--- config.mk ---
export PLATFORM = sky130hd
export DESIGN_NAME = ctrl_pipe_flat
export DESIGN_NICKNAME = d
export VERILOG_FILES = /design/src/rtl/ctrl_pipe_if.sv /design/src/rtl/ctrl_pipe.sv /design/src/flat_wrapper.sv
export SDC_FILE = /design/constraint.sdc
export NUM_CORES = 1
export LEC_CHECK = 0
export CAP_MARGIN = 20
export CORE_MARGIN = 2
export CORE_UTILIZATION = 49
export CTS_BUF_LIST = sky130_fd_sc_hd__clkbuf_4 sky130_fd_sc_hd__clkbuf_8 sky130_fd_sc_hd__clkbuf_16
export CTS_CLUSTER_DIAMETER = 60
export CTS_CLUSTER_SIZE = 10
export DETAILED_ROUTE_END_ITERATION = 7
export PLACE_DENSITY = 0.95
export SETUP_SLACK_MARGIN = 0.2
export SLEW_MARGIN = 20
export SYNTH_ARGS = -nofsm -noshare
export SYNTH_HDL_FRONTEND = slang
export SYNTH_SLANG_ARGS = --single-unit
--- constraint.sdc ---
create_clock -name clk -period 3.3 [get_ports clk]
set_input_delay 0.495 -clock clk [delete_from_list [all_inputs] [get_ports clk]]
set_output_delay 0.495 -clock clk [all_outputs]
set_load 0.03 [all_outputs]
--- src/rtl/ctrl_pipe_if.sv ---
// ctrl_pipe_if: groups the ID-side request signals and the registered ID/EX
// control bundle that the pipeline control unit produces. The master side is
// the pipeline datapath (drives the ID instruction and redirects); the slave
// side is the control unit itself.
interface ctrl_pipe_if #(
    parameter int ALU_OP_W = 6
);
    logic [31:0]         id_instr;
    logic                id_valid;
    logic                flush;
    logic                id_stall;
    logic [ALU_OP_W-1:0] ex_alu_ctrl;
    logic                ex_s_ext;
    logic                ex_s_b;
    logic                ex_mem_write;
    logic                ex_reg_write;
    logic [1:0]          ex_s_num_write;
    logic [1:0]          ex_s_data_write;
    logic [1:0]          ex_s_npc;
    logic                ex_br_ne;
    logic [4:0]          ex_wr_addr;
    logic [2:0]          ex_mdu_op;
    logic                mdu_start;
    logic                mdu_busy;
    logic                illegal;

    modport master (
        output id_instr, id_valid, flush,
        input  id_stall, ex_alu_ctrl, ex_s_ext, ex_s_b, ex_mem_write, ex_reg_write,
               ex_s_num_write, ex_s_data_write, ex_s_npc, ex_br_ne, ex_wr_addr,
               ex_mdu_op, mdu_start, mdu_busy, illegal
    );

    modport slave (
        input  id_instr, id_valid, flush,
        output id_stall, ex_alu_ctrl, ex_s_ext, ex_s_b, ex_mem_write, ex_reg_write,
               ex_s_num_write, ex_s_data_write, ex_s_npc, ex_br_ne, ex_wr_addr,
               ex_mdu_op, mdu_start, mdu_busy, illegal
    );
endinterface

--- src/rtl/ctrl_pipe.sv ---
// ctrl_pipe: control unit for the 5-stage MIPS pipeline. Decodes the ID-stage
// instruction, registers the control bundle into ID/EX, detects load-use
// hazards, inserts flush bubbles and sequences the multi-cycle mult/div unit
// so that mfhi/mflo (and further MDU ops) wait until HI/LO are valid.
// reset is asynchronous and active-low.
module ctrl_pipe #(
    parameter int ALU_OP_W   = 6,
    parameter int MDU_CYCLES = 4,
    parameter int HAS_BNE    = 1
) (
    input  logic       clk,
    input  logic       reset,
    ctrl_pipe_if.slave bus
);

    // ALU operation codes shared with the EX-stage ALU; 0 is reserved for the bubble.
    localparam logic [ALU_OP_W-1:0] ALU_ADD  = ALU_OP_W'(1);
    localparam logic [ALU_OP_W-1:0] ALU_ADDU = ALU_OP_W'(2);
    localparam logic [ALU_OP_W-1:0] ALU_SUBU = ALU_OP_W'(3);
    localparam logic [ALU_OP_W-1:0] ALU_AND  = ALU_OP_W'(4);
    localparam logic [ALU_OP_W-1:0] ALU_OR   = ALU_OP_W'(5);
    localparam logic [ALU_OP_W-1:0] ALU_SLT  = ALU_OP_W'(6);
    localparam logic [ALU_OP_W-1:0] ALU_SLL  = ALU_OP_W'(7);
    localparam logic [ALU_OP_W-1:0] ALU_LUI  = ALU_OP_W'(8);

    localparam logic [5:0] OP_RTYPE = 6'b000000;
    localparam logic [5:0] OP_J     = 6'b000010;
    localparam logic [5:0] OP_JAL   = 6'b000011;
    localparam logic [5:0] OP_BEQ   = 6'b000100;
    localparam logic [5:0] OP_BNE   = 6'b000101;
    localparam logic [5:0] OP_ADDI  = 6'b001000;
    localparam logic [5:0] OP_ADDIU = 6'b001001;
    localparam logic [5:0] OP_ANDI  = 6'b001100;
    localparam logic [5:0] OP_ORI   = 6'b001101;
    localparam logic [5:0] OP_LUI   = 6'b001111;
    localparam logic [5:0] OP_LW    = 6'b100011;
    localparam logic [5:0] OP_SW    = 6'b101011;

    localparam logic [5:0] F_SLL   = 6'b000000;
    localparam logic [5:0] F_JR    = 6'b001000;
    localparam logic [5:0] F_MFHI  = 6'b010000;
    localparam logic [5:0] F_MFLO  = 6'b010010;
    localparam logic [5:0] F_MULT  = 6'b011000;
    localparam logic [5:0] F_MULTU = 6'b011001;
    localparam logic [5:0] F_DIV   = 6'b011010;
    localparam logic [5:0] F_DIVU  = 6'b011011;
    localparam logic [5:0] F_ADD   = 6'b100000;
    localparam logic [5:0] F_ADDU  = 6'b100001;
    localparam logic [5:0] F_SUBU  = 6'b100011;
    localparam logic [5:0] F_AND   = 6'b100100;
    localparam logic [5:0] F_OR    = 6'b100101;
    localparam logic [5:0] F_SLT   = 6'b101010;

    localparam logic [3:0] MDU_LOAD = 4'(MDU_CYCLES);

    typedef struct packed {
        logic [ALU_OP_W-1:0] aluCtrl;
        logic                sExt;
        logic                sB;
        logic                memWrite;
        logic                regWrite;
        logic [1:0]          sNumWrite;
        logic [1:0]          sDataWrite;
        logic [1:0]          sNpc;
        logic                brNe;
        logic [4:0]          wrAddr;
        logic [2:0]          mduOp;
    } bundle_t;

    logic [5:0] opcode;
    logic [5:0] funct;
    logic [4:0] rs;
    logic [4:0] rt;
    logic [4:0] rd;
    logic       unusedShamt;

    bundle_t    dec;
    logic       decLegal;
    logic       usesRs;
    logic       usesRt;
    logic       isMduCalc;

    logic       loadUse;
    logic       mduStall;
    logic       idStall;

    bundle_t    ex_q;
    bundle_t    ex_d;
    logic       illegal_q;
    logic       illegal_d;
    logic       mduStart_q;
    logic       mduStart_d;
    logic [3:0] mduCount_q;
    logic [3:0] mduCount_d;

    assign opcode      = bus.id_instr[31:26];
    assign rs          = bus.id_instr[25:21];
    assign rt          = bus.id_instr[20:16];
    assign rd          = bus.id_instr[15:11];
    assign funct       = bus.id_instr[5:0];
    assign unusedShamt = ^bus.id_instr[10:6];

    // Decode the ID instruction into a control bundle; anything unknown collapses to a bubble.
    always_comb begin
        dec      = '0;
        decLegal = 1'b0;
        usesRs   = 1'b0;
        usesRt   = 1'b0;
        case (opcode)
            OP_RTYPE: begin
                decLegal      = 1'b1;
                usesRs        = 1'b1;
                usesRt        = 1'b1;
                dec.sNumWrite = 2'b01;
                dec.regWrite  = 1'b1;
                case (funct)
                    F_ADD:  dec.aluCtrl = ALU_ADD;
                    F_ADDU: dec.aluCtrl = ALU_ADDU;
                    F_SUBU: dec.aluCtrl = ALU_SUBU;
                    F_AND:  dec.aluCtrl = ALU_AND;
                    F_OR:   dec.aluCtrl = ALU_OR;
                    F_SLT:  dec.aluCtrl = ALU_SLT;
                    F_SLL: begin
                        dec.aluCtrl = ALU_SLL;
                        usesRs      = 1'b0;
                    end
                    F_JR: begin
                        dec.regWrite = 1'b0;
                        dec.sNpc     = 2'b10;
                    end
                    F_MULT: begin
                        dec.regWrite = 1'b0;
                        dec.mduOp    = 3'd1;
                    end
                    F_MULTU: begin
                        dec.regWrite = 1'b0;
                        dec.mduOp    = 3'd2;
                    end
                    F_DIV: begin
                        dec.regWrite = 1'b0;
                        dec.mduOp    = 3'd3;
                    end
                    F_DIVU: begin
                        dec.regWrite = 1'b0;
                        dec.mduOp    = 3'd4;
                    end
                    F_MFHI: begin
                        dec.sDataWrite = 2'b11;
                        dec.mduOp      = 3'd5;
                    end
                    F_MFLO: begin
                        dec.sDataWrite = 2'b11;
                        dec.mduOp      = 3'd6;
                    end
                    default: decLegal = 1'b0;
                endcase
            end
            OP_ADDI, OP_ADDIU: begin
                decLegal     = 1'b1;
                usesRs       = 1'b1;
                dec.aluCtrl  = (opcode == OP_ADDI) ? ALU_ADD : ALU_ADDU;
                dec.sExt     = 1'b1;
                dec.sB       = 1'b1;
                dec.regWrite = 1'b1;
            end
            OP_ANDI, OP_ORI: begin
                decLegal     = 1'b1;
                usesRs       = 1'b1;
                dec.aluCtrl  = (opcode == OP_ANDI) ? ALU_AND : ALU_OR;
                dec.sB       = 1'b1;
                dec.regWrite = 1'b1;
            end
            OP_LUI: begin
                decLegal     = 1'b1;
                dec.aluCtrl  = ALU_LUI;
                dec.sB       = 1'b1;
                dec.regWrite = 1'b1;
            end
            OP_LW: begin
                decLegal       = 1'b1;
                usesRs         = 1'b1;
                dec.aluCtrl    = ALU_ADDU;
                dec.sExt       = 1'b1;
                dec.sB         = 1'b1;
                dec.regWrite   = 1'b1;
                dec.sDataWrite = 2'b01;
            end
            OP_SW: begin
                decLegal     = 1'b1;
                usesRs       = 1'b1;
                usesRt       = 1'b1;
                dec.aluCtrl  = ALU_ADDU;
                dec.sExt     = 1'b1;
                dec.sB       = 1'b1;
                dec.memWrite = 1'b1;
            end
            OP_J: begin
                decLegal = 1'b1;
                dec.sNpc = 2'b01;
            end
            OP_JAL: begin
                decLegal       = 1'b1;
                dec.sNpc       = 2'b01;
                dec.regWrite   = 1'b1;
                dec.sNumWrite  = 2'b10;
                dec.sDataWrite = 2'b10;
            end
            OP_BEQ: begin
                decLegal    = 1'b1;
                usesRs      = 1'b1;
                usesRt      = 1'b1;
                dec.aluCtrl = ALU_SUBU;
                dec.sExt    = 1'b1;
                dec.sNpc    = 2'b11;
            end
            OP_BNE: begin
                if (HAS_BNE != 0) begin
                    decLegal    = 1'b1;
                    usesRs      = 1'b1;
                    usesRt      = 1'b1;
                    dec.aluCtrl = ALU_SUBU;
                    dec.sExt    = 1'b1;
                    dec.sNpc    = 2'b11;
                    dec.brNe    = 1'b1;
                end
            end
            default: decLegal = 1'b0;
        endcase

        if (!decLegal) begin
            dec    = '0;
            usesRs = 1'b0;
            usesRt = 1'b0;
        end else begin
            case (dec.sNumWrite)
                2'b01:   dec.wrAddr = rd;
                2'b10:   dec.wrAddr = 5'd31;
                default: dec.wrAddr = rt;
            endcase
        end
    end

    // Hazard detection: load-use against the load sitting in EX, and MDU ops waiting on HI/LO.
    always_comb begin
        isMduCalc = (dec.mduOp != 3'd0) && (dec.mduOp <= 3'd4);
        loadUse   = 1'b0;
        if (ex_q.regWrite && (ex_q.sDataWrite == 2'b01) && (ex_q.wrAddr != 5'd0)) begin
            loadUse = (usesRs && (rs == ex_q.wrAddr)) || (usesRt && (rt == ex_q.wrAddr));
        end
        mduStall = (dec.mduOp != 3'd0) && (mduCount_q != 4'd0);
        idStall  = bus.id_valid && !bus.flush && (loadUse || mduStall);
    end

    // Next ID/EX contents: flush, stall and empty ID all turn into a bubble; the MDU count runs regardless.
    always_comb begin
        ex_d       = '0;
        illegal_d  = 1'b0;
        mduStart_d = 1'b0;
        if (!bus.flush && !idStall && bus.id_valid) begin
            ex_d       = dec;
            illegal_d  = !decLegal;
            mduStart_d = isMduCalc;
        end
        if (mduStart_d) begin
            mduCount_d = MDU_LOAD;
        end else if (mduCount_q != 4'd0) begin
            mduCount_d = mduCount_q - 4'd1;
        end else begin
            mduCount_d = 4'd0;
        end
    end

    // ID/EX pipeline register and MDU counter.
    always_ff @(posedge clk or negedge reset) begin
        if (!reset) begin
            ex_q       <= '0;
            illegal_q  <= 1'b0;
            mduStart_q <= 1'b0;
            mduCount_q <= 4'd0;
        end else begin
            ex_q       <= ex_d;
            illegal_q  <= illegal_d;
            mduStart_q <= mduStart_d;
            mduCount_q <= mduCount_d;
        end
    end

    assign bus.id_stall        = idStall;
    assign bus.ex_alu_ctrl     = ex_q.aluCtrl;
    assign bus.ex_s_ext        = ex_q.sExt;
    assign bus.ex_s_b          = ex_q.sB;
    assign bus.ex_mem_write    = ex_q.memWrite;
    assign bus.ex_reg_write    = ex_q.regWrite;
    assign bus.ex_s_num_write  = ex_q.sNumWrite;
    assign bus.ex_s_data_write = ex_q.sDataWrite;
    assign bus.ex_s_npc        = ex_q.sNpc;
    assign bus.ex_br_ne        = ex_q.brNe;
    assign bus.ex_wr_addr      = ex_q.wrAddr;
    assign bus.ex_mdu_op       = ex_q.mduOp;
    assign bus.mdu_start       = mduStart_q;
    assign bus.mdu_busy        = (mduCount_q != 4'd0);
    assign bus.illegal         = illegal_q;

endmodule
--- src/flat_wrapper.sv ---
// flat-port wrapper written by rule: the top's interface ports become plain ports
module ctrl_pipe_flat 
#(
    parameter int ALU_OP_W   = 6,
    parameter int MDU_CYCLES = 4,
    parameter int HAS_BNE    = 1
)
  (clk, reset, bus_id_instr, bus_id_valid, bus_flush, bus_id_stall, bus_ex_alu_ctrl, bus_ex_s_ext, bus_ex_s_b, bus_ex_mem_write, bus_ex_reg_write, bus_ex_s_num_write, bus_ex_s_data_write, bus_ex_s_npc, bus_ex_br_ne, bus_ex_wr_addr, bus_ex_mdu_op, bus_mdu_start, bus_mdu_busy, bus_illegal);
  ctrl_pipe_if #(.ALU_OP_W(ALU_OP_W)) bus_i ();
  input  logic clk;
  input  logic reset;
  input wire logic [$bits(bus_i.id_instr)-1:0] bus_id_instr;
  input wire logic [$bits(bus_i.id_valid)-1:0] bus_id_valid;
  input wire logic [$bits(bus_i.flush)-1:0] bus_flush;
  output wire logic [$bits(bus_i.id_stall)-1:0] bus_id_stall;
  output wire logic [$bits(bus_i.ex_alu_ctrl)-1:0] bus_ex_alu_ctrl;
  output wire logic [$bits(bus_i.ex_s_ext)-1:0] bus_ex_s_ext;
  output wire logic [$bits(bus_i.ex_s_b)-1:0] bus_ex_s_b;
  output wire logic [$bits(bus_i.ex_mem_write)-1:0] bus_ex_mem_write;
  output wire logic [$bits(bus_i.ex_reg_write)-1:0] bus_ex_reg_write;
  output wire logic [$bits(bus_i.ex_s_num_write)-1:0] bus_ex_s_num_write;
  output wire logic [$bits(bus_i.ex_s_data_write)-1:0] bus_ex_s_data_write;
  output wire logic [$bits(bus_i.ex_s_npc)-1:0] bus_ex_s_npc;
  output wire logic [$bits(bus_i.ex_br_ne)-1:0] bus_ex_br_ne;
  output wire logic [$bits(bus_i.ex_wr_addr)-1:0] bus_ex_wr_addr;
  output wire logic [$bits(bus_i.ex_mdu_op)-1:0] bus_ex_mdu_op;
  output wire logic [$bits(bus_i.mdu_start)-1:0] bus_mdu_start;
  output wire logic [$bits(bus_i.mdu_busy)-1:0] bus_mdu_busy;
  output wire logic [$bits(bus_i.illegal)-1:0] bus_illegal;
  assign bus_i.id_instr = bus_id_instr;
  assign bus_i.id_valid = bus_id_valid;
  assign bus_i.flush = bus_flush;
  assign bus_id_stall = bus_i.id_stall;
  assign bus_ex_alu_ctrl = bus_i.ex_alu_ctrl;
  assign bus_ex_s_ext = bus_i.ex_s_ext;
  assign bus_ex_s_b = bus_i.ex_s_b;
  assign bus_ex_mem_write = bus_i.ex_mem_write;
  assign bus_ex_reg_write = bus_i.ex_reg_write;
  assign bus_ex_s_num_write = bus_i.ex_s_num_write;
  assign bus_ex_s_data_write = bus_i.ex_s_data_write;
  assign bus_ex_s_npc = bus_i.ex_s_npc;
  assign bus_ex_br_ne = bus_i.ex_br_ne;
  assign bus_ex_wr_addr = bus_i.ex_wr_addr;
  assign bus_ex_mdu_op = bus_i.ex_mdu_op;
  assign bus_mdu_start = bus_i.mdu_start;
  assign bus_mdu_busy = bus_i.mdu_busy;
  assign bus_illegal = bus_i.illegal;
  ctrl_pipe #(.ALU_OP_W(ALU_OP_W), .MDU_CYCLES(MDU_CYCLES), .HAS_BNE(HAS_BNE)) u_core (.clk(clk), .reset(reset), .bus(bus_i));
endmodule
==> impl_results.md <==
- Final setup viols: 0
- Starting density of the core: 0.511
- Biggest cell delay along the critical path: 510 ps
- Post-CTS clock slew at the launch and capture registers of the worst setup and hold paths: 60 ps
- Synthesis-to-finish area growth: 42.8%
- Final routed wirelength across all metal layers: 4.92 mm
- H-tree depth reported by CTS: 2
- Die Footprint: 4330 um2
- Net count reported at finish: 315
- Cell Chain, Critical Path: clkdlybuf4s50_1 -> buf_4 -> inv_2 -> a2111oi_0 -> o2111ai_1 -> o21ai_1 -> a21oi_1 -> nor2_1 -> buf_4
- Die X: 65.8 um
- Clk root buf: sky130_fd_sc_hd__clkbuf_8
- Global-route wire length before repair: 7.81 mm
- Synthesized instance count: 208
- Arrival time at the worst endpoint: 2520 ps
- Setup repair after global routing missed its margin: false
- Worst VDD drop: 0.221 mV
- Clock latency of the later-clocked register in the worst-skew pair: 280 ps
- Critical path class: input port to output pin
- Clock sink count: 29
- GRT Residual Overflow: 0
- Slew margin rel.: 0.672
- Max-slew violation count: 0
- Result of the run: finished clean
- Setup TNS: 0 ps
- Path class of the lowest-slack min-delay path: flip-flop to flip-flop
- Tcrit/Tclk final: 0.915
- Number of top-level design ports: 65
- Count of different cell masters after synthesis: 56
- Share of post-route cells with drive strength above 1: 0.149
- GPL Wtd Cong: 0.931
- Data required time of the worst path: 2800 ps
- Critical Path Sink Type: output pin
- Dominant cell type by count on the critical path: sky130_fd_sc_hd__buf_4
- First-pass DRT Iterations: 4
- Maximum frequency from static timing analysis: 0.331 GHz
- Number of antenna violations at the first check in global routing: 0
- Non-filler cells in the finished layout: 324
- Number of DRC violations after detailed routing: 0
- Seq cells post-synth: 29
- TritonCTS buffer count: 5
- Detail-routed via count per cell: 5.56
- Pwr dens: 371 nW/um2
- FP Rows: 22
- Largest net degree at the start of global routing: 30
- Clock tree from TritonCTS: built
- Wire length per cell after detailed routing: 15.2 um
- Final worst path period need: 3020 ps
- Most common cell after layout, fill and taps aside: sky130_fd_sc_hd__clkdlybuf4s50_1
- Diode count: 0
- Drt initial violations: 107
- DP Wirelength: 3.50 mm
- End of the critical path: bus_id_stall
- Top cell family by delay on the critical path: compound AO/OA/AOI/OAI gates
- Vias in the first global route: 1654
- Worst r2r src: u_core.mduCount_q[0]$_DFF_PN0_
- Critical Path Slowest Stage Cell: sky130_fd_sc_hd__a2111oi_0
- Worst Path Max Fanout: 9
- Fraction of the yosys area taken by sequential cells: 0.388
- Vias post-DR: 1802
- Worst r2r dst: u_core.bus.ex_wr_addr[2]$_DFF_PN0_
- Minimum hold slack: 472 ps
- Height of the chip: 65.8 um
- Largest buffer count on any clock path: 2
- Post-synthesis cell area: 1870 um2
- Startpoint type of the worst setup path: input port
- Fraction of the core area covered by cells at the end of the flow: 0.730
- GRT Overall Usage: 0.242
- FFs w/ async S/R, synth: 1.00
- Most used DFF post-synth: sky130_fd_sc_hd__dfrtp_1
- Number of I/O port buffers: 57
- Worst path buffer plus inverter count: 4
- Area inside the core boundary: 3660 um2
- Lkg Pwr: 1.14 nW
- Number of buffers inserted for hold repair after clock tree synthesis: 0
- Final ANT Viol Nets: 0
- Clk_skew: 8.49 ps
- Most frequent cells in the layout: 56 x sky130_fd_sc_hd__clkdlybuf4s50_1, 29 x sky130_fd_sc_hd__dfrtp_1, 23 x sky130_fd_sc_hd__nor2_1
- Critical path depth: 9
- Total placed cells including tap cells: 315
- Max cap viols: 0
- Number of enable-type register cells in the synthesized netlist: 0
- Count of cells along the worst register-to-register path: 9
- Hold Fails Final Rpt: 0
- Register-to-register path setup slack: 910 ps
- Pin slew with the least headroom to its limit: 480 ps
- Crit path launch: bus_id_instr[28]
- Mean area per synthesized cell: 9.00 um2
- YS warnings: 0
synth_stat cells (2+ instances only):
library cell                 n  share of area
sky130_fd_sc_hd__dfrtp_1    29           0.39
sky130_fd_sc_hd__nor2_1     23          0.046
sky130_fd_sc_hd__a21oi_1    13          0.035
sky130_fd_sc_hd__inv_1      13          0.026
sky130_fd_sc_hd__xor2_1     11          0.051
sky130_fd_sc_hd__nand2_1     9          0.018
sky130_fd_sc_hd__nor3_1      8          0.021
sky130_fd_sc_hd__buf_2       7          0.019
sky130_fd_sc_hd__clkbuf_1    6          0.012
sky130_fd_sc_hd__nand3_1     6          0.016
sky130_fd_sc_hd__a211oi_1    4          0.016
sky130_fd_sc_hd__a221oi_1    4          0.019
sky130_fd_sc_hd__ha_1        4          0.027
sky130_fd_sc_hd__or3_1       4          0.013
sky130_fd_sc_hd__nand2b_1    3          0.010
sky130_fd_sc_hd__nor2b_1     3          0.010
sky130_fd_sc_hd__nor3b_1     3          0.012
sky130_fd_sc_hd__nor4_1      3          0.010
sky130_fd_sc_hd__o21ai_0     3         0.0080
sky130_fd_sc_hd__xnor2_1     3          0.014
sky130_fd_sc_hd__a2bb2oi_1   2         0.0094
sky130_fd_sc_hd__a41oi_1     2         0.0094
sky130_fd_sc_hd__and2_1      2         0.0067
sky130_fd_sc_hd__and3_1      2         0.0067
sky130_fd_sc_hd__and4b_1     2          0.011
sky130_fd_sc_hd__buf_4       2         0.0080
sky130_fd_sc_hd__inv_2       2         0.0040
sky130_fd_sc_hd__nand4_1     2         0.0067
sky130_fd_sc_hd__nor3_2      2          0.011
sky130_fd_sc_hd__nor4_2      2          0.013
sky130_fd_sc_hd__o21a_1      2         0.0080
sky130_fd_sc_hd__or2_2       2         0.0067
sky130_fd_sc_hd__or3b_1      2         0.0094
power breakdown:
group / internal, mW / total (mW) / switching, mW
Combinational: 0.124 / 0.265 / 0.141
Sequential: 0.382 / 0.404 / 0.0214
Clock: 0.188 / 0.324 / 0.136
cell families (layout without fill, tap and decap cells):
| kind of cell | after synthesis | after routing | synth area share |
|---|---|---|---|
| simple gates | 84 | 84 | 0.257 |
| compound gates | 43 | 43 | 0.174 |
| xor+xnor | 14 | 14 | 0.0655 |
| other cells | 1 | 2 | 0.00200 |
| flops | 29 | 29 | 0.388 |
| buf+inv | 31 | 98 | 0.0749 |
| mux | 2 | 2 | 0.0114 |
| fa+ha+maj | 4 | 4 | 0.0267 |
area by class of cell:
| class | instances | area [um2] |
|---|---|---|
| multi-input combinational | 149 | 1030 |
| fill | 257 | 988 |
| sequential | 29 | 726 |
| timing repair buffer | 75 | 703 |
| clock buffer | 7 | 96.3 |
| tap | 48 | 60.1 |
| inverter | 15 | 56.3 |
| clock inverter | 1 | 5.00 |
stage by stage:
step                instance area, um2  setup slack, ps  total power [mW]
floorplan                         1880              538             0.562
global placement                  2550              230             0.652
detailed placement                2550              271             0.667
CTS                               2650              271             0.997
global route                      2670              210              1.05
finish                            2670              280             0.993
flip-flops by register name (all words and copies together), names as in the netlist:
name                        count
u_core.bus.ex_alu_ctrl          4
u_core.bus.ex_br_ne             1
u_core.bus.ex_mdu_op            3
u_core.bus.ex_mem_write         1
u_core.bus.ex_reg_write         1
u_core.bus.ex_s_b               1
u_core.bus.ex_s_data_write      2
u_core.bus.ex_s_ext             1
u_core.bus.ex_s_npc             2
u_core.bus.ex_s_num_write       2
u_core.bus.ex_wr_addr           5
u_core.bus.illegal              1
u_core.bus.mdu_start            1
u_core.mduCount_q               4
worst register-to-register path: cells and delay by family (launching register included):
| kind | cells | cell delay [ps] |
|---|---|---|
| flops | 1 | 400 |
| simple gates | 4 | 1120 |
| fa+ha+maj | 1 | 170 |
| compound gates | 1 | 250 |
| buf+inv | 3 | 350 |
worst min path at each step:
| stage | depth (start not counted) | start | to | slack [ps] |
|---|---|---|---|---|
| after floorplan | 0 | reset | u_core.bus.ex_alu_ctrl[0]$_DFF_PN0_ | 200 |
| after global placement | 1 | u_core.mduCount_q[0]$_DFF_PN0_ | u_core.mduCount_q[0]$_DFF_PN0_ | 440 |
| after detailed placement | 1 | u_core.mduCount_q[0]$_DFF_PN0_ | u_core.mduCount_q[0]$_DFF_PN0_ | 470 |
| after CTS | 1 | u_core.mduCount_q[0]$_DFF_PN0_ | u_core.mduCount_q[0]$_DFF_PN0_ | 470 |
| after global routing | 1 | u_core.mduCount_q[0]$_DFF_PN0_ | u_core.mduCount_q[0]$_DFF_PN0_ | 490 |
| final | 1 | u_core.mduCount_q[0]$_DFF_PN0_ | u_core.mduCount_q[0]$_DFF_PN0_ | 470 |
layer usage:
| metal | GRT usage | wire (um) |
|---|---|---|
| met5 | 0 | 0 |
| met2 | 0.404 | 2510 |
| met4 | 0.0833 | 110 |
| met3 | 0.0477 | 297 |
| met1 | 0.312 | 1990 |
timing repair:
item                                    CTS  global route
setup buffers                             0             1
endpoints found under the setup margin    0             1
gates resized for setup                   0             3
endpoints found under the hold margin     0             0
No activity file was read; power rests on OpenSTA's default activity.
==> patch: new RTL, same settings <==
Make the reset (`reset`) synchronous in one clocked block. Comments in the files are not updated.
--- a/src/rtl/ctrl_pipe.sv
+++ b/src/rtl/ctrl_pipe.sv
@@ -271,7 +271,7 @@
     end
 
     // ID/EX pipeline register and MDU counter.
-    always_ff @(posedge clk or negedge reset) begin
+    always_ff @(posedge clk) begin
         if (!reset) begin
             ex_q       <= '0;
             illegal_q  <= 1'b0;
Formal check against the unedited RTL: differs if reset is asserted again (counterexample within 4 cycles, from zero or initial values and one cycle with reset low); with reset held inactive, the same outputs for 10 cycles.
==> patch against the unedited design <==
  * Register-to-register slack gained 0.31 ns
  * Design area down 8.6%
  * Count of clock-buffer cells in the layout decreased by 1
  * Routed wire length is 9.6% lower
  * Final cell count unchanged
  * Worst setup slack improved by 0.036 ns
  * Clock power shrank 35%
  * Sequential cell count is the same
  * Global-route usage fell by 1.4 points
  * Total power decreased by 17%
  * Via count fell by 1.5%
  * Area after synthesis down 6.4%
  * Non-clock buffer count shrank 7
  * Largest cell class unchanged
==> patch: results (changes against the unedited design) <==
| Metric | Value |
|---|---|
| Clock Tree Root | `clkbuf_4` |
| R2R Path Start | `u_core.bus.ex_wr_addr[0]` |
| Leak | `0.000911 uW (-20%)` |
| Hpwl dp | `3260 microns (-6.9%)` |
| Setup Skew | `0.00630 ns (-0.00219 ns)` |
| Worst R2R End | `u_core.bus.ex_alu_ctrl[2]` |
| Synth unique cells | `54 (-3.6%)` |
| CP Data Arrival Time | `2.49 ns (-0.03 ns)` |
| Worst skew pair latency | `0.33 ns (+0.05 ns)` |
| R2R Setup Slk | `1.22 ns (+0.31 ns)` |
| Final GP Congestion | `0.858 (-7.9%)` |
| Global-route wire length before repair | `7350 microns (-5.9%)` |
| Pre-Repair DR Iteration Count | `4 (unchanged)` |
| Layout cells sized above 1 | `11.9% (-3.0 points)` |
| Status | `finished clean` |
| Number of nets in the layout | `318 (+0.95%)` |
| Vias in the first global route | `1588 (-4.0%)` |
| Worst r2r path cells | `5 (-4)` |
| Fill count | `242 (-5.8%)` |
| Max VDD drop | `0.300 mV (+36%)` |
| Synth top cells by count | `dfxtp_1, nand2_1, nor2_1` |
| Top-count cell post-synth | `dfxtp_1` |
| Critical Path Source | `bus_id_instr[31]` |
| Ranking of synthesized cells by area | `dfxtp_1, a21oi_1, nand2_1` |
| Worst Min Path Start | `u_core.mduCount_q[0]` |
| Min Hold Slack | `0.456 ns (-0.0161 ns)` |
| Hold EP | `u_core.mduCount_q[0]` |
| CTS clk-pin slew, worst paths | `0.09 ns (+0.03 ns)` |
| Initial drt markers | `137 (+28%)` |
| Seq/Total Area, Yosys | `33.1% (-5.7 points)` |
| GR Util All Layers | `22.8% (-1.4 points)` |
| Largest net degree at the start of global routing | `21 (-30%)` |
| Ys async rst share | `0% (-100 points)` |
| DR vias | `1775 (-1.5%)` |
| Post-Route WL | `4440 microns (-9.6%)` |
-- patch: final cells by class --
type | instances | share of cell area (%)
multi-input cells | 163 | 42.9
repair buffers | 68 | 27.2
flip-flops and latches | 29 | 23.8
well taps | 46 | 2.36
clock buffers | 6 | 1.84
inverters | 10 | 1.54
clock inverters | 2 | 0.410
-- patch: where the power goes --
group	internal (uW)	switching [uW]	leakage, uW
registers	365	12.2	0.000234
logic	109	120	0.000641
clock network	89.2	123	0.0000354
total	564	255	0.000911
-- patch: cells by family after synthesis --
logic type / share of synthesized area [%]
compound gates: 20.3
buf+inv: 7.78
flops: 33.1
fa+ha+maj: 3.57
mux: 1.14
simple gates: 27.4
other cells: 0.214
xor+xnor: 6.50
-- patch: metrics by stage --
stage | setup WS, ns | total power, uW | cells | instance area [sq um]
after floorplan | 0.769 | 529 | 219 | 1760
after global placement | 0.270 | 605 | 315 | 2370
after detailed placement | 0.218 | 612 | 315 | 2370
after CTS | 0.234 | 822 | 323 | 2430
after global routing | 0.166 | 866 | 324 | 2440
final | 0.316 | 819 | 324 | 2440
-- patch: metal layers --
layer	vias up	part of all wire (%)	GRT usage, %
met2	80	51	39.8
met4	0	0.97	6.79
met3	5	6.9	5.63
li1	886	-	-
met1	804	41	27.5
met5	-	0	0
-- patch: worst max-delay path by stage --
stage	to	slack (ns)	cells past startpoint
2_1_floorplan	bus_id_stall	0.77	9
3_3_place_gp	bus_id_stall	0.27	9
3_5_place_dp	u_core.bus.ex_wr_addr[1]	0.22	12
4_1_cts	bus_id_stall	0.23	9
5_1_grt	bus_id_stall	0.17	9
6_report	bus_id_stall	0.32	9
-- patch: critical path, stage by stage --
cell             delay (ns)
clkdlybuf4s50_1        0.52
nor3_4                 0.22
nand3_2                0.17
buf_4                  0.21
o22ai_1                0.18
a41oi_2                0.18
nor3_1                 0.22
o21ba_2                0.15
buf_4                  0.15
-- patch: timing repair --
item / 4_1_cts / 5_1_grt
resized for setup: 1 / 2
setup endpoints to repair: 1 / 1
pin swaps: 0 / 1
setup buffers: 0 / 1
